$ cat config.mk
export PLATFORM = sky130hd
export DESIGN_NAME = spi_slave
export DESIGN_NICKNAME = d
export VERILOG_FILES = /design/src/rtl/spi_slave.sv
export SDC_FILE = /design/constraint.sdc
export NUM_CORES = 1
export LEC_CHECK = 0
export CORE_MARGIN = 1.5
export CORE_UTILIZATION = 30
export CTS_BUF_LIST = sky130_fd_sc_hd__clkbuf_8
export CTS_CLUSTER_SIZE = 40
export DETAILED_ROUTE_END_ITERATION = 8
export GPL_TIMING_DRIVEN = 0
export PLACE_DENSITY_LB_ADDON = 0.08
export SETUP_SLACK_MARGIN = 0.2
export SLEW_MARGIN = 30
export SYNTH_ARGS = -nofsm -noshare
export SYNTH_HDL_FRONTEND = slang
export SYNTH_SLANG_ARGS = --single-unit
$ cat constraint.sdc
create_clock -name clk -period 3.63 [get_ports clk]
set_input_delay 0.363 -clock clk [delete_from_list [all_inputs] [get_ports clk]]
set_output_delay 0.363 -clock clk [all_outputs]
set_load 0.005 [all_outputs]
$ cat src/rtl/spi_slave.sv
`timescale 1ns / 1ps
`default_nettype none
// ============================================================================
//  Module      : spi_slave
//  Description : SPI mode-0 slave with oversampled inputs. spi_clk,
//                chip_select and spi_mosi are synchronised into clk, edges
//                are found against a delayed copy, and an IDLE/SHIFT/COMPLETE
//                controller shifts DATA_W-bit words MSB first in both
//                directions. A one-word transmit buffer supplies the MISO word.
//                Optional build macro SPI_SLAVE_FRAME_ERR_EN adds a frame_err
//                pulse output for words cut short by chip_select.
//  Revision    : 1.0 - initial release
// ============================================================================
module spi_slave #(
    parameter int DATA_W      = 8,
    parameter int SYNC_STAGES = 2
) (
    input  logic              clk,
    input  logic              reset,
    input  logic              spi_clk,
    input  logic              chip_select,
    input  logic              spi_mosi,
    output logic              spi_miso,
    input  logic [DATA_W-1:0] tx_data,
    input  logic              tx_load,
    output logic              tx_ready,
    output logic [DATA_W-1:0] rx_data,
    output logic              rx_valid,
`ifdef SPI_SLAVE_FRAME_ERR_EN
    output logic              frame_err,
`endif
    output logic              busy
);

    localparam int                  c_CNT_W    = $clog2(DATA_W + 1);
    localparam logic [c_CNT_W-1:0]  c_LAST_BIT = c_CNT_W'(DATA_W - 1);
    localparam logic [c_CNT_W-1:0]  c_CNT_ONE  = c_CNT_W'(1);
    localparam int                  c_WARM_W   = $clog2(SYNC_STAGES + 2);
    localparam logic [c_WARM_W-1:0] c_WARM_CYC = c_WARM_W'(SYNC_STAGES + 1);
    localparam logic [c_WARM_W-1:0] c_WARM_ONE = c_WARM_W'(1);

    localparam logic [1:0] c_ST_IDLE     = 2'd0;
    localparam logic [1:0] c_ST_SHIFT    = 2'd1;
    localparam logic [1:0] c_ST_COMPLETE = 2'd2;

    // synchronisers and edge-detect delay taps
    logic [SYNC_STAGES-1:0] r_sclk_sync;
    logic [SYNC_STAGES-1:0] r_cs_sync;
    logic [SYNC_STAGES-1:0] r_mosi_sync;
    logic                   r_sclk_dly;
    logic                   r_cs_dly;

    // start-up qualification so the reset values of the chain cannot fake an edge
    logic [c_WARM_W-1:0]    r_warm_cnt;
    logic                   r_warm;

    // controller state
    logic [1:0]             r_state;
    logic [c_CNT_W-1:0]     r_bit_cnt;
    logic [DATA_W-2:0]      r_rx_shift;
    logic [DATA_W-1:0]      r_tx_shift;
    logic [DATA_W-1:0]      r_rx_data;
    logic                   r_rx_valid;
    logic                   r_busy;
`ifdef SPI_SLAVE_FRAME_ERR_EN
    logic                   r_frame_err;
`endif

    // transmit buffer
    logic [DATA_W-1:0]      r_tx_buf;
    logic                   r_tx_full;

    logic                   w_sclk;
    logic                   w_cs;
    logic                   w_mosi;
    logic                   w_sclk_rise;
    logic                   w_sclk_fall;
    logic                   w_cs_fall;
    logic                   w_cs_rise;
    logic                   w_consume;
    logic [DATA_W-1:0]      w_tx_next;
    logic [DATA_W-1:0]      w_rx_next;

    assign w_sclk      = r_sclk_sync[SYNC_STAGES-1];
    assign w_cs        = r_cs_sync[SYNC_STAGES-1];
    assign w_mosi      = r_mosi_sync[SYNC_STAGES-1];
    assign w_sclk_rise = w_sclk & ~r_sclk_dly;
    assign w_sclk_fall = ~w_sclk & r_sclk_dly;
    assign w_cs_fall   = r_warm & ~w_cs & r_cs_dly;
    assign w_cs_rise   = w_cs & ~r_cs_dly;

    // buffer is consumed whenever a word starts: frame start or back-to-back reload
    assign w_consume   = ((r_state == c_ST_IDLE) && w_cs_fall) ||
                         ((r_state == c_ST_COMPLETE) && !w_cs);
    assign w_tx_next   = r_tx_full ? r_tx_buf : '0;
    assign w_rx_next   = {r_rx_shift, w_mosi};

    assign spi_miso    = r_tx_shift[DATA_W-1];
    assign tx_ready    = ~r_tx_full;
    assign rx_data     = r_rx_data;
    assign rx_valid    = r_rx_valid;
    assign busy        = r_busy;
`ifdef SPI_SLAVE_FRAME_ERR_EN
    assign frame_err   = r_frame_err;
`endif

    // input synchronisers, reset to the bus idle levels
    always_ff @(posedge clk or posedge reset) begin
        if (reset) begin
            r_sclk_sync <= '0;
            r_cs_sync   <= '1;
            r_mosi_sync <= '0;
            r_sclk_dly  <= 1'b0;
            r_cs_dly    <= 1'b1;
        end else begin
            r_sclk_sync <= {r_sclk_sync[SYNC_STAGES-2:0], spi_clk};
            r_cs_sync   <= {r_cs_sync[SYNC_STAGES-2:0], chip_select};
            r_mosi_sync <= {r_mosi_sync[SYNC_STAGES-2:0], spi_mosi};
            r_sclk_dly  <= w_sclk;
            r_cs_dly    <= w_cs;
        end
    end

    // hold off frame starts until the chain holds real samples after reset
    always_ff @(posedge clk or posedge reset) begin
        if (reset) begin
            r_warm_cnt <= '0;
            r_warm     <= 1'b0;
        end else if (!r_warm) begin
            if (r_warm_cnt == c_WARM_CYC) begin
                r_warm <= 1'b1;
            end else begin
                r_warm_cnt <= r_warm_cnt + c_WARM_ONE;
            end
        end
    end

    // one-word transmit buffer; consumption wins over a same-cycle load
    always_ff @(posedge clk or posedge reset) begin
        if (reset) begin
            r_tx_buf  <= '0;
            r_tx_full <= 1'b0;
        end else if (w_consume) begin
            r_tx_full <= 1'b0;
        end else if (tx_load && !r_tx_full) begin
            r_tx_buf  <= tx_data;
            r_tx_full <= 1'b1;
        end
    end

    // frame controller: bit counting, shift registers and registered outputs
    always_ff @(posedge clk or posedge reset) begin
        if (reset) begin
            r_state    <= c_ST_IDLE;
            r_bit_cnt  <= '0;
            r_rx_shift <= '0;
            r_tx_shift <= '0;
            r_rx_data  <= '0;
            r_rx_valid <= 1'b0;
            r_busy     <= 1'b0;
`ifdef SPI_SLAVE_FRAME_ERR_EN
            r_frame_err <= 1'b0;
`endif
        end else begin
            r_rx_valid <= 1'b0;
            r_busy     <= ~w_cs;
`ifdef SPI_SLAVE_FRAME_ERR_EN
            r_frame_err <= 1'b0;
`endif
            if (w_cs) begin
                // deselected: drop any partial word and park MISO low
`ifdef SPI_SLAVE_FRAME_ERR_EN
                if (w_cs_rise && (r_state == c_ST_SHIFT) && (r_bit_cnt != '0)) begin
                    r_frame_err <= 1'b1;
                end
`endif
                r_state    <= c_ST_IDLE;
                r_bit_cnt  <= '0;
                r_tx_shift <= '0;
            end else begin
                case (r_state)
                    c_ST_IDLE: begin
                        if (w_cs_fall) begin
                            r_state    <= c_ST_SHIFT;
                            r_bit_cnt  <= '0;
                            r_tx_shift <= w_tx_next;
                        end
                    end
                    c_ST_SHIFT: begin
                        if (w_sclk_rise) begin
                            r_rx_shift <= w_rx_next[DATA_W-2:0];
                            if (r_bit_cnt == c_LAST_BIT) begin
                                r_bit_cnt  <= '0;
                                r_rx_data  <= w_rx_next;
                                r_rx_valid <= 1'b1;
                                r_state    <= c_ST_COMPLETE;
                            end else begin
                                r_bit_cnt <= r_bit_cnt + c_CNT_ONE;
                            end
                        end else if (w_sclk_fall && (r_bit_cnt != '0)) begin
                            // a fall with no bit sampled yet is the trailing edge
                            // of the previous word and must not disturb the new MSB
                            r_tx_shift <= {r_tx_shift[DATA_W-2:0], 1'b0};
                        end
                    end
                    c_ST_COMPLETE: begin
                        r_state    <= c_ST_SHIFT;
                        r_bit_cnt  <= '0;
                        r_tx_shift <= w_tx_next;
                    end
                    default: begin
                        r_state <= c_ST_IDLE;
                    end
                endcase
            end
        end
    end

endmodule
`default_nettype wire

# Word level (Yosys, flattened, before mapping)

Index checks and enable logic that the tools add are counted.

Register bits after elaboration: 51
Input port bits: 14
Logic and storage cells: 80

Add/sub/neg operators: 2
Eq/ne operators: 9
Multiplexer cells: 24
Bitwise operators: 11
Reductions and logical operators: 18

Operators by type and width:

| kind                                           | count |
|---|---|
| 2-to-1 mux 8 bit                               | 5 |
| case mux 8 bit (3 select lines)                | 1 |
| 2-to-1 mux 4 bit                               | 4 |
| inequality test 3 bit (second input constant)  | 5 |
| case mux 4 bit (3 select lines)                | 1 |
| AND reduction 3 bit                            | 3 |
| 2-to-1 mux 1 bit                               | 8 |
| 2-to-1 mux 2 bit                               | 4 |
| AND reduction 4 bit                            | 2 |
| nonzero test 4 bit                             | 2 |
| inverter 1 bit                                 | 7 |
| case mux 2 bit (3 select lines)                | 1 |
| adder 4 x 1 -> 4 bit (second input constant)   | 1 |
| AND 1 bit                                      | 4 |
| == test 2 bit (second input constant)          | 2 |
| == test 4 x 3 -> 1 bit (second input constant) | 1 |
| logical AND 1 bit                              | 4 |
| AND reduction 2 bit                            | 2 |
| adder 2 x 1 -> 2 bit (second input constant)   | 1 |
| == test 2 x 1 -> 1 bit (second input constant) | 1 |
| logical NOT 1 bit                              | 2 |
| logical NOT 2 bit                              | 1 |
| nonzero test 2 bit                             | 1 |
| logical OR 1 bit                               | 1 |

# Depth between registers and ports, before layout

Gate-level depths: netlist of the first run.

Word-level depth: 7
Gate-level depth with buffers: 7

# Worst setup path before layout of the first run

Ideal clock, no wire load.

Kind: reg2reg
Start point: register r_state[1]
End point: register r_tx_shift[0]
Data arrival time: 1.854 ns
Required time: 3.505 ns
Setup slack: 1.651 ns
Cell stages (with the launch flop): 8
Clock period less this slack: 1.979 ns
Path through: dfrtp_1 > inv_1 > ha_1 > nand2b_1 > buf_4 > nor3_1 > a2111oi_4 > mux2_2

Longest elaborated chain between the ends: 3
Elaborated cells on any way between the ends: 10
Classes of those cells: eq/ne: 5; mux: 2; reduce/logical: 3

RTL lines:

| element                                                                  | line | source |
|---|---|---|
| start, declared                                                          | 58   | `logic [1:0] r_state;` |
| start signal, assigned                                                   | 154  | `r_state <= c_ST_IDLE;` |
| start signal, assigned                                                   | 177  | `r_state <= c_ST_IDLE;` |
| start signal, assigned                                                   | 184  | `r_state <= c_ST_SHIFT;` |
| == test 2 x 1 -> 1 bit (tied with other cells)                           | 181  | `case (r_state)` |
| inequality test 3 bit (no source line) (tied with other cells)           | --   |  |
| AND reduction 4 bit (no source line) or 2-to-1 mux 8 bit (tied branches) | --   |  |
| end signal, assigned                                                     | 186  | `r_tx_shift <= w_tx_next;` |
| end signal, assigned                                                     | 203  | `r_tx_shift <= {r_tx_shift[DATA_W-2:0], 1'b0};` |
| end signal, assigned                                                     | 209  | `r_tx_shift <= w_tx_next;` |
| end, declared                                                            | 61   | `logic [DATA_W-1:0] r_tx_shift;` |

Parallel ways exist; a longest one is shown, timed or not.
A chain may end at the register's enable or synchronous reset.

# Final worst setup path of the first run

Start point: register r_state[1]
End point: register r_tx_shift[3]

Same word-level chain as after synthesis.

==> results.yml, run 1 <==
global_routing:
  grt_use_total_pct: 11.7
  grt_pass1_wl_um: 7020
  antenna_found_initial: 0
  grt_overflow: 0
  grt_pass1_vias: 1500
  grt_start_max_net_pins: 30
setup_path:
  cp_slowest_cell: "a2111oi_4"
  path_depth: 7
  startpoint_type: "flip-flop"
  worst-path-max-fanout: 9
  crit_family: "compound AO/OA/AOI/OAI gates"
  r2r_cells: 7
  critical-path-max-stage-delay_ps: 720
  crit_arrival_ps: 2570
  r2r_slack_ps: 1260
  worstPathCellList: "inv_1 > ha_1 > nand2b_1 > buf_4 > nor3_1 > a2111oi_4 > mux2_2"
  critPathBufInv: 2
  r2r-start: "r_state[1]$_DFFE_PP0P_"
  reg2reg_to: "r_tx_shift[3]$_DFFE_PP0P_"
  endpoint_kind: "flip-flop"
  path_class: "reg -> reg"
  cp.required_ps: 3820
power:
  pwr_density_cell_nw_per_um2: 561
  p_leak_nw: 1.17
  ir_worst_vdd_mv: 0.203
clock_tree:
  clk_pin_slew_worst_paths_ps: 90
  clockRootBuffer: "clkbuf_8"
  post_cts_buffers: 0
  cts.sinks: 51
  h-tree-depth: 2
  ctsHoldBuffers: 0
  cts-buffers-inserted: 5
  clkLatencyLatePin_ps: 300
  cts_tree: "done"
  post_cts_resized: 0
  cts_max_path_buffers: 2
run_status:
  status: "finished clean"
routing:
  ant_nets: 0
  drt_iter0_drc: 85
  post_drt_wl_per_cell_um: 13.1
  first_pass_iters: 4
  vias: 1428
  via_per_inst: 4.62
  wl_um: 4060
  drc: 0
timing:
  setup_violations: 0
  fin_crit_ps: 2370
  finalCritPeriodShare_pct: 65.4
  finalSetupTns_ps: 0
  skew_ps: 5.06
  worst_pin_slew_ps: 830
  rsz0062_at_grt: "false"
  maxSlewHeadroom_pct: 44.4
  final-hold-violation-count: 0
  max_freq_ghz: 0.421
  whs_ps: 353
  final_max_slew_viol_count: 0
logic_synthesis:
  synth-seq-cells: 51
  yosysWarnings: 0
  yosysSeqAreaShare_pct: 58.8
  synth-main-ff-cell: "dfrtp_1"
  synth_edf_count: 0
  synth_cells: 180
  syn_area_um2: 2180
  syn-num-nets: 201
  async_reset_ff_share_pct: 100
  syn_area_per_cell_um2: 12.1
  yosysUniqueCellTypes: 32
floorplanning:
  dieArea_um2: 7780
  io_pins: 26
  num_rows: 30
  start_util_pct: 31.5
  dieHeight_um: 88.2
  core-area_um2: 6910
  die_x_um: 88.2
hold_path:
  min_from: "r_sclk_sync[0]$_DFF_PP0_"
  hp-class: "reg -> reg"
  hold_end: "r_sclk_sync[1]$_DFF_PP0_"
  hold_path_depth: 0
layout:
  num_antenna_cells: 0
  finalNetCount: 234
  design_area_um2: 2650
  synthToLayoutAreaGrowth_pct: 21.8
  layout-drive-gt1-share_pct: 19.7
place:
  port_buffers: 25
  hpwl_um: 2880
  gp_congestion: 0.666
  placed_area_um2: 2570
flow_run:
  max-cap-violations: 0
==> worst register-to-register path, delay by kind of cell (launching register included) <==
kind,cells,cell delay (ps)
muxes,1,420
adders and majority gates,1,280
AOI/OAI and AO/OA,1,720
DFF,1,420
buffers and inverters,2,240
and+or+nand+nor,2,190
==> logic make-up (layout without fill, tap and decap cells) <==
| family | after synthesis | count (layout) | share of synthesized area (%) |
|---|---|---|---|
| buffers and inverters | 12 | 45 | 2.24 |
| and+or+nand+nor | 56 | 56 | 12.5 |
| adders and majority gates | 7 | 7 | 4.02 |
| DFF | 51 | 51 | 58.8 |
| xor gates and xnor gates | 1 | 1 | 0.402 |
| muxes | 26 | 26 | 13.4 |
| AOI/OAI and AO/OA | 27 | 27 | 8.68 |
==> state kept, by name, indices dropped and copies added, names as in the netlist <==
signal,flops
r_tx_full,1
busy,1
rx_data,8
r_tx_buf,8
rx_valid,1
r_warm,1
r_cs_sync,2
r_tx_shift,8
r_sclk_sync,2
r_state,2
r_bit_cnt,4
r_sclk_dly,1
r_cs_dly,1
r_warm_cnt,2
r_rx_shift,7
r_mosi_sync,2
==> worst max-delay path by stage <==
stage                                       from                        end  slack (ps)
final                     r_state[1]$_DFFE_PP0P_  r_tx_shift[3]$_DFFE_PP0P_        1260
after global routing      r_state[1]$_DFFE_PP0P_  r_tx_shift[3]$_DFFE_PP0P_        1110
after CTS                 r_state[1]$_DFFE_PP0P_  r_tx_shift[3]$_DFFE_PP0P_        1200
after detailed placement  r_state[1]$_DFFE_PP0P_  r_tx_shift[3]$_DFFE_PP0P_        1230
after global placement                     reset  r_warm_cnt[1]$_DFFE_PP0P_        1040
after floorplan           r_state[1]$_DFFE_PP0P_  r_tx_shift[0]$_DFFE_PP0P_        1650
==> synth_stat cells (all sizes together) (2+ instances only) <==
master   n  area (µm²)
a21oi    8        40.0
a22oi    4        30.0
clkbuf   2        7.51
dfrtp   48        1200
dfstp    3        78.8
ha       7        87.6
inv      9        33.8
mux2    25         282
nand2   26        97.6
nand2b   2        12.5
nand3    3        15.0
nand3b   7        52.6
nor2    10        40.0
nor2b    3        18.8
o21ai    7        35.0
==> stage by stage <==
stage / util [%] / power [mW] / setup WS, ps / std cells
floorplan: - / 1.06 / 1650 / 180
global placement: 36.9 / 1.17 / 1040 / 301
detailed placement: 37.2 / 1.19 / 1230 / 302
CTS: 38.4 / 1.52 / 1200 / 309
global route: 38.4 / 1.60 / 1110 / 309
finish: 38.4 / 1.49 / 1260 / 309
==> metal layers <==
metal	vias up	track usage, %	wire, µm
met5	-	0	0
met4	0	3.55	44
met3	6	3.58	139
met2	28	20.3	2050
met1	707	13.9	1830
li1	687	-	-
==> area by class of cell <==
| class | instances | area (µm²) |
|---|---|---|
| Fill cell | 681 | 4250 |
| Sequential cell | 51 | 1280 |
| Multi-Input combinational cell | 117 | 848 |
| Timing Repair Buffer | 26 | 270 |
| Tap cell | 96 | 120 |
| Clock buffer | 5 | 68.8 |
| Inverter | 9 | 36.3 |
| Buffer | 3 | 15.0 |
| Clock inverter | 2 | 13.8 |
==> power breakdown <==
group | switching, mW | internal [mW]
Combinational | 0.193 | 0.212
Clock | 0.184 | 0.132
Sequential | 0.0738 | 0.693
Total | 0.450 | 1.04
==> placed cells by master, fill, tap and decap left out, types with 4 or more instances in the layout <==
cell type,instances
a21oi_1,8
a22oi_1,4
clkbuf_8,5
clkdlybuf4s50_1,25
dfrtp_1,48
ha_1,7
inv_1,8
mux2_2,25
nand2_1,26
nand3b_1,7
nor2_1,9
o21ai_0,7
Power figures use the tool's default switching activity.
==> inputs of run 2 (changes only) <==
clock period = 2.3 ns   (was 3.63 ns; I/O delays follow)
==> run 2 against run 1 <==
Compared with the run above: non-clock buffer count rose by 4; critical path depth unchanged; die area unchanged; flip-flop and latch count did not move; routed wire length increased by 2.0%; global-route usage up 0.060 points; clock skew increased by 1.6 ps; sequential share of layout area is 1.4 points lower.
==> results.yml, run 2 (synthesized netlist as in run 1, its figures left out) <==
setup_path:
  endpoint_kind: "flip-flop"
  critical-path-max-stage-delay_ps: 410
  cp.required_ps: 2500
  cp_slowest_cell: "dfrtp_1"
  path_class: "reg -> reg"
  startpoint_type: "flip-flop"
  worstPathCellList: "inv_1 > ha_4 > or2_2 > a21oi_1 > a2111oi_4 > buf_12 > mux2_2"
  r2r-start: "r_state[0]$_DFFE_PP0P_"
  crit_start: "r_state[0]$_DFFE_PP0P_"
  crit_arrival_ps: 2170
  worst-path-max-fanout: 8
routing:
  wl_um: 4140
  via_per_inst: 4.59
  post_drt_wl_per_cell_um: 13.2
  vias: 1438
  drt_iter0_drc: 79
  first_pass_iters: 5
  ant_nets: 0
  drc: 0
layout:
  layout_commonest_cell: "dfrtp_1"
  synthToLayoutAreaGrowth_pct: 25.6
  final_core_util_pct: 39.6
  num_antenna_cells: 0
  finalNetCount: 238
  final_cell_mix: "dfrtp_1 (48), nand2_1 (26), mux2_2 (25), clkdlybuf4s50_1 (25)"
  layout-drive-gt1-share_pct: 24.0
timing:
  final_critical_path_setup_slack_ps: 322
  setup_violations: 0
  fin_crit_ps: 1980
  final-hold-violation-count: 0
  maxSlewHeadroom_pct: 66.8
  finalCritPeriodShare_pct: 86.0
  rsz0062_at_grt: "false"
  worst_pin_slew_ps: 498
  max_freq_ghz: 0.506
  skew_ps: 6.67
  final_max_slew_viol_count: 0
clock_tree:
  cts_tree: "done"
  cts.sinks: 51
  clk_pin_slew_worst_paths_ps: 90
  clkLatencyLatePin_ps: 300
  cts_max_path_buffers: 2
  clockRootBuffer: "clkbuf_8"
  cts-buffers-inserted: 5
  h-tree-depth: 2
floorplanning:
  io_pins: 26
  num_rows: 30
  dieArea_um2: 7780
  start_util_pct: 31.5
  dieHeight_um: 88.2
  core-area_um2: 6910
  die_x_um: 88.2
place:
  port_buffers: 25
  gp_congestion: 0.666
  dp_slack_ps: -100
  hpwl_um: 2880
run_status:
  status: "finished clean"
power:
  pwr_density_cell_nw_per_um2: 891
  p_leak_nw: 1.20
  ir_worst_vdd_mv: 0.321
global_routing:
  grt_pass1_vias: 1520
  grt_start_max_net_pins: 30
  grt_pass1_wl_um: 7050
  grt_overflow: 0
  grt_use_total_pct: 11.8
  antenna_found_initial: 0
hold_path:
  hp-class: "in -> async"
flow_run:
  max-cap-violations: 0
run 2: final timing paths:
check	end	slack (ps)	depth (start not counted)
max in group asynchronous	r_cs_sync[0]$_DFF_PP1_	1540	3
hold reg to reg	r_sclk_sync[1]$_DFF_PP0_	350	0
hold / removal	rx_valid$_DFF_PP0_	230	2
setup reg to reg	r_tx_shift[3]$_DFFE_PP0P_	320	7
setup / recovery	r_tx_shift[3]$_DFFE_PP0P_	320	7
min in group clk	r_cs_sync[0]$_DFF_PP1_	330	1
run 2: repair_timing:
action	4_1_cts	5_1_grt
resized for setup	1	7
setup endpoints to repair	24	20
pin swaps	2	0
setup buffers	3	1
hold buffers	0	0
run 2: cell type report:
class,instances,area (µm²)
inverter,9,36.3
buffer,3,15.0
tap,96,120
multi-input combinational,117,887
fill,670,4170
timing repair buffer,30,313
clock inverter,2,13.8
clock buffer,5,68.8
sequential,51,1280
run 2: metal layers:
metal / wire, µm / global-route usage, % / up-vias
met3: 151 / 3.58 / 9
met1: 1830 / 13.7 / 706
met4: 88 / 4.26 / 0
li1: - / - / 694
met5: 0 / 0 / -
met2: 2060 / 20.4 / 29
run 2: worst max-delay path, delay by kind of cell, from the launching register on:
kind / cells / cell delay [ps]
AOI/OAI and AO/OA: 2 / 470
and+or+nand+nor: 1 / 120
adders and majority gates: 1 / 200
buffers and inverters: 2 / 340
muxes: 1 / 340
DFF: 1 / 410
run 2: power by group:
group | internal (mW) | total (mW) | switching, mW
sequential | 1.09 | 1.21 | 0.118
combinational | 0.396 | 0.723 | 0.327
clock | 0.209 | 0.501 | 0.292
total | 1.70 | 2.44 | 0.737
run 2: per-stage QoR:
stage,instances,setup TNS (ps),hold slack (ps),power (mW),area [µm²]
floorplan,180,0,234,1.68,2180
global placement,301,-7330,337,1.84,2550
detailed placement,302,-705,336,1.89,2570
CTS,312,0,231,2.44,2690
global route,313,0,239,2.61,2730
finish,313,0,228,2.44,2730
==> inputs of run 3 (changes only) <==
CORE_ASPECT_RATIO = 1.2   (was not set)
SKIP_CTS_REPAIR_TIMING = 1   (was not set)
==> run 3 against run 2 <==
Compared with the run above: register-to-register slack worse by 20 ps; final area decreased by 1.3%; non-clock buffer count is 3 lower; sequential share of layout area grew 0.61 points; worst setup slack got worse by 20 ps; critical endpoint unchanged; cell count down 3.5%; global-route usage up 0.25 points; clock power up 23%; flip-flop and latch count stayed put.
==> results.yml, run 3 (synthesized netlist as in run 1, its figures left out) <==
timing:
  max_freq_ghz: 0.501
  final_critical_path_setup_slack_ps: 302
  worst_pin_slew_ps: 648
  fin_crit_ps: 2000
  finalCritPeriodShare_pct: 86.9
  whs_ps: 326
  final_max_slew_viol_count: 0
  setup_violations: 0
  rsz0062_at_grt: "true"
  final-hold-violation-count: 0
  skew_ps: 6.24
  maxSlewHeadroom_pct: 56.6
  finalSetupTns_ps: 0
clock_tree:
  cts.sinks: 51
  clockRootBuffer: "clkbuf_8"
  cts_tree: "done"
  cts_max_path_buffers: 2
  clkLatencyLatePin_ps: 300
  cts-buffers-inserted: 5
  h-tree-depth: 2
  clk_pin_slew_worst_paths_ps: 90
power:
  pwr_density_cell_nw_per_um2: 929
  ir_worst_vdd_mv: 0.421
  p_leak_nw: 1.19
floorplanning:
  io_pins: 26
  core-area_um2: 6940
  num_rows: 33
  start_util_pct: 31.4
  die_x_um: 80.8
  dieArea_um2: 7780
  dieHeight_um: 96.3
setup_path:
  crit_arrival_ps: 2190
  worst-path-max-fanout: 8
  startpoint_type: "flip-flop"
  reg2reg_to: "r_tx_shift[3]$_DFFE_PP0P_"
  cp.required_ps: 2490
  r2r_cells: 7
  endpoint_kind: "flip-flop"
  crit_start: "r_state[1]$_DFFE_PP0P_"
  crit_end: "r_tx_shift[3]$_DFFE_PP0P_"
  r2r_slack_ps: 300
  r2r-start: "r_state[1]$_DFFE_PP0P_"
  path_class: "reg -> reg"
layout:
  final_core_util_pct: 38.9
  fillCellCount: 683
  synthToLayoutAreaGrowth_pct: 24.0
  num_antenna_cells: 0
  final_cell_mix: "dfrtp_1 (48), nand2_1 (26), mux2_2 (25), clkdlybuf4s50_1 (25), nor2_1 (9)"
  layout_commonest_cell: "dfrtp_1"
  finalNetCount: 235
  register_area_um2: 1280
  layout-drive-gt1-share_pct: 22.8
  multi_input_area_um2: 877
global_routing:
  grt_overflow: 0
  grt_pass1_vias: 1486
  grt_use_total_pct: 12.0
  antenna_found_initial: 0
  grt_pass1_wl_um: 7030
  grt_start_max_net_pins: 52
place:
  gp_congestion: 0.697
  hpwl_um: 2860
  dp_slack_ps: -53.3
  port_buffers: 25
routing:
  first_pass_iters: 4
  wl_um: 4030
  via_per_inst: 4.81
  post_drt_wl_per_cell_um: 13.3
  drt_iter0_drc: 54
  vias: 1454
  drc: 0
  ant_nets: 0
run_status:
  status: "finished clean"
flow_run:
  max-cap-violations: 0
hold_path:
  hp-class: "in -> reg"
  hold_path_depth: 1
-- run 3: area by class of cell --
class                   count  share of cell area (%)
multi-input cells         117                    32.5
inverters                   9                    1.34
well taps                  87                    4.03
clock inverters             3                    1.62
clock buffers               5                    2.55
flip-flops and latches     51                    47.4
plain buffers               3                   0.556
repair buffers             27                    9.97
-- run 3: routing by layer --
metal  vias to the layer above  share of wire [%]  global-route usage (%)
li1                        687                  -                       -
met4                         0                2.2                    4.89
met1                       729                 44                    14.0
met5                         -                  0                       0
met3                         8                3.8                    3.13
met2                        30                 50                    20.9
-- run 3: how the worst min path moves through the flow --
stage	endpoint	from	slack (ps)
after floorplan	r_cs_sync[0]$_DFF_PP1_	chip_select	230
final	r_cs_sync[0]$_DFF_PP1_	chip_select	330
after CTS	r_cs_sync[0]$_DFF_PP1_	chip_select	310
after global placement	r_mosi_sync[1]$_DFF_PP0_	r_mosi_sync[0]$_DFF_PP0_	340
after detailed placement	r_mosi_sync[1]$_DFF_PP0_	r_mosi_sync[0]$_DFF_PP0_	340
after global routing	r_cs_sync[0]$_DFF_PP1_	chip_select	330
-- run 3: report_power, final --
| group | total (mW) | switching [mW] | internal, mW |
|---|---|---|---|
| registers | 1.22 | 0.121 | 1.09 |
| logic | 0.673 | 0.313 | 0.359 |
| clock network | 0.618 | 0.294 | 0.324 |
| total | 2.51 | 0.729 | 1.78 |
-- run 3: critical path, cell delays in order, from the launching register on --
cell and delay (ps):
dfrtp_1 420, inv_1 90, ha_2 320, or2_2 100, a21oi_1 90, a2111oi_4 330
buf_6 190, mux2_2 340
-- run 3: through the flow --
step / std cells / instance area, µm² / total power, mW
after global routing: 302 / 2700 / 2.68
after CTS: 300 / 2650 / 2.51
after detailed placement: 292 / 2540 / 1.88
after global placement: 292 / 2540 / 1.85
final: 302 / 2700 / 2.51
after floorplan: 180 / 2180 / 1.68
==> edit, RTL diff (flow settings as in run 2) <==
Compare `r_bit_cnt` against `c_LAST_BIT` with >= in place of ==.
--- a/src/rtl/spi_slave.sv
+++ b/src/rtl/spi_slave.sv
@@ -189,7 +189,7 @@
                     c_ST_SHIFT: begin
                         if (w_sclk_rise) begin
                             r_rx_shift <= w_rx_next[DATA_W-2:0];
-                            if (r_bit_cnt == c_LAST_BIT) begin
+                            if (r_bit_cnt >= c_LAST_BIT) begin
                                 r_bit_cnt  <= '0;
                                 r_rx_data  <= w_rx_next;
                                 r_rx_valid <= 1'b1;
Check against the original RTL: same outputs for any inputs over 10 cycles, from zero or initial values and one cycle with reset high; that may be too few to reach the edited logic, so the function may still have changed.
==> edit against run 2 <==
- area after synthesis fell by 4.3%
- power is 3.3% lower
- setup slack gained 110 ps
- wire length decreased by 11%
- critical path depth is 1 lower
- worst hold slack better by 98 ps
- design area fell by 6.8%
- synthesized cell count decreased by 16%
- sequential cell count unchanged
- sequential share of layout area increased by 3.4 points
==> edit: results (changes against run 2) <==
Placed design
  • GP Congestion: 0.763 (was 0.666)
  • Half-perimeter wire length after detailed placement: 2.53 mm (was 2.88 mm)

Synthesis
  • Proportion of synthesized chip area in sequential cells: 61.4% (was 58.8%)
  • Multiplexer share of the synthesized area: 14.5% (was 13.4%)
  • Mean instance size in the synthesized netlist: 13.8 um2 (was 12.1 um2)
  • Complex-gate fraction of the synthesized area: 10.3% (was 8.68%)
  • Top cell types by occurrence after synthesis: dfrtp_1 (48), mux2_2 (25), inv_1 (8) (was dfrtp_1 (48), nand2_1 (26), mux2_2 (25))
  • Nets in the synthesized netlist: 171 (was 201)
  • Count of different cell masters after synthesis: 33 (was 32)
  • Cell types with the largest area share after synthesis: dfrtp_1 (58%), mux2_2 (14%), dfstp_2 (3.8%) (was dfrtp_1 (55%), mux2_2 (13%), nand2_1 (4.5%))
  • Xor/xnor share of the synthesized area: 0.420% (was 0.402%)
  • Adder-cell share of the synthesized area: 3.60% (was 4.02%)

Clocking
  • Number of setup buffers added after CTS: 0 (was 3)

Routing
  • First-pass DRT Iterations: 4 (was 5)
  • Vias per inst: 4.74 (was 4.59)
  • Overall routed net length: 3.68 mm (was 4.14 mm)
  • Overall via count from detail_route: 1,252 (was 1,438)

STA
  • Clk_skew: 7.71 ps (was 6.67 ps)
  • Measured slew at the worst slew-check pin: 616 ps (was 498 ps)

Setup path
  • Reg-to-reg startpoint: r_state[1] (was r_state[0])
  • Worst reg2reg setup slack: 430 ps (was 320 ps)
  • Arrival time at the worst endpoint: 2060 ps (was 2170 ps)

GRT
  • Total routing resource utilization after global routing: 11.2% (was 11.8%)
  • Via count of the first global-routing pass: 1,302 (was 1,520)
  • Largest net degree at the start of global routing: 52 (was 30)

Final layout
  • Proportion of layout cells with a drive suffix above 1: 23.9% (was 24.0%)
  • Total number of nets in the final design: 203 (was 238)

Power
  • Sw power: 0.687 mW (was 0.737 mW)
  • Worst VDD drop: 333 uV (was 321 uV)
  • Leakage: 1.12 nW (was 1.20 nW)

Outcome
  • Outcome: finished clean (unchanged)
## edit: changes by cell type after synthesis, moves of 2 or more
cell,delta
nand4_1,+2
o2bb2ai_1,+6
nand2_1,-20
a21oi_1,-3
nand3_1,+3
nand3b_1,-7
nor2_1,-4
clkbuf_1,-2
o21ai_0,-5
a22o_1,+2
## edit: power groups by stage
stage | Sequential [mW] | Combinational (mW) | Clock [mW]
finish | 1.19 | 0.560 | 0.610
global route | 1.21 | 0.628 | 0.679
CTS | 1.19 | 0.569 | 0.632
detailed placement | 1.21 | 0.566 | 0
global placement | 1.20 | 0.550 | 0
floorplan | 1.17 | 0.423 | 0
## edit: through the flow
step	total power, mW	hold WS, ps	setup slack, ps	setup TNS, ps	cell area, um2
finish	2.36	326	431	0	2550
global route	2.52	315	279	0	2550
CTS	2.39	315	417	0	2550
detailed placement	1.77	342	456	0	2440
global placement	1.75	338	-119	-5610	2430
floorplan	1.59	234	650	0	2080
## edit: area by class of cell
type                            count  area, um2
Fill cell                         650       4210
Sequential cell                    51       1280
Multi-Input combinational cell     89        753
Timing Repair Buffer               25        250
Tap cell                           80        100
Clock buffer                        5       68.8
Clock inverter                      3       41.3
Inverter                            9       37.5
Buffer                              2       16.3
## edit: cell families (layout without fill, tap and decap cells)
group | after synthesis | after routing
AO/OA/AOI/OAI | 27 | 27
XOR/XNOR | 1 | 1
buffers and inverters | 11 | 44
multiplexers | 27 | 27
adder cells (fa/ha/maj) | 6 | 6
flip-flops | 51 | 51
AND/OR/NAND/NOR | 28 | 28
## edit: worst max-delay path by stage
| stage | start | end | slack [ps] | cells past startpoint |
|---|---|---|---|---|
| 6_report | r_state[1] | r_state[0] | 430 | 6 |
| 5_1_grt | r_state[1] | r_state[0] | 280 | 6 |
| 4_1_cts | r_state[1] | r_state[0] | 420 | 6 |
| 3_5_place_dp | r_state[1] | r_state[0] | 460 | 6 |
| 3_3_place_gp | reset | r_bit_cnt[2] | -120 | 2 |
| 2_1_floorplan | r_state[0] | r_bit_cnt[3] | 650 | 5 |
## edit: per-layer routing
metal	part of all wire (%)	track usage [%]
met5	0	0
met4	0.87	3.08
met3	4.6	4.57
met2	45	16.2
met1	49	15.4
## edit: worst max-delay path: cells and delay by family (launching register included)
| family | cells | cell delay, ps |
|---|---|---|
| AND/OR/NAND/NOR | 3 | 730 |
| flip-flops | 1 | 410 |
| multiplexers | 1 | 340 |
| adder cells (fa/ha/maj) | 1 | 190 |
| buffers and inverters | 1 | 90 |
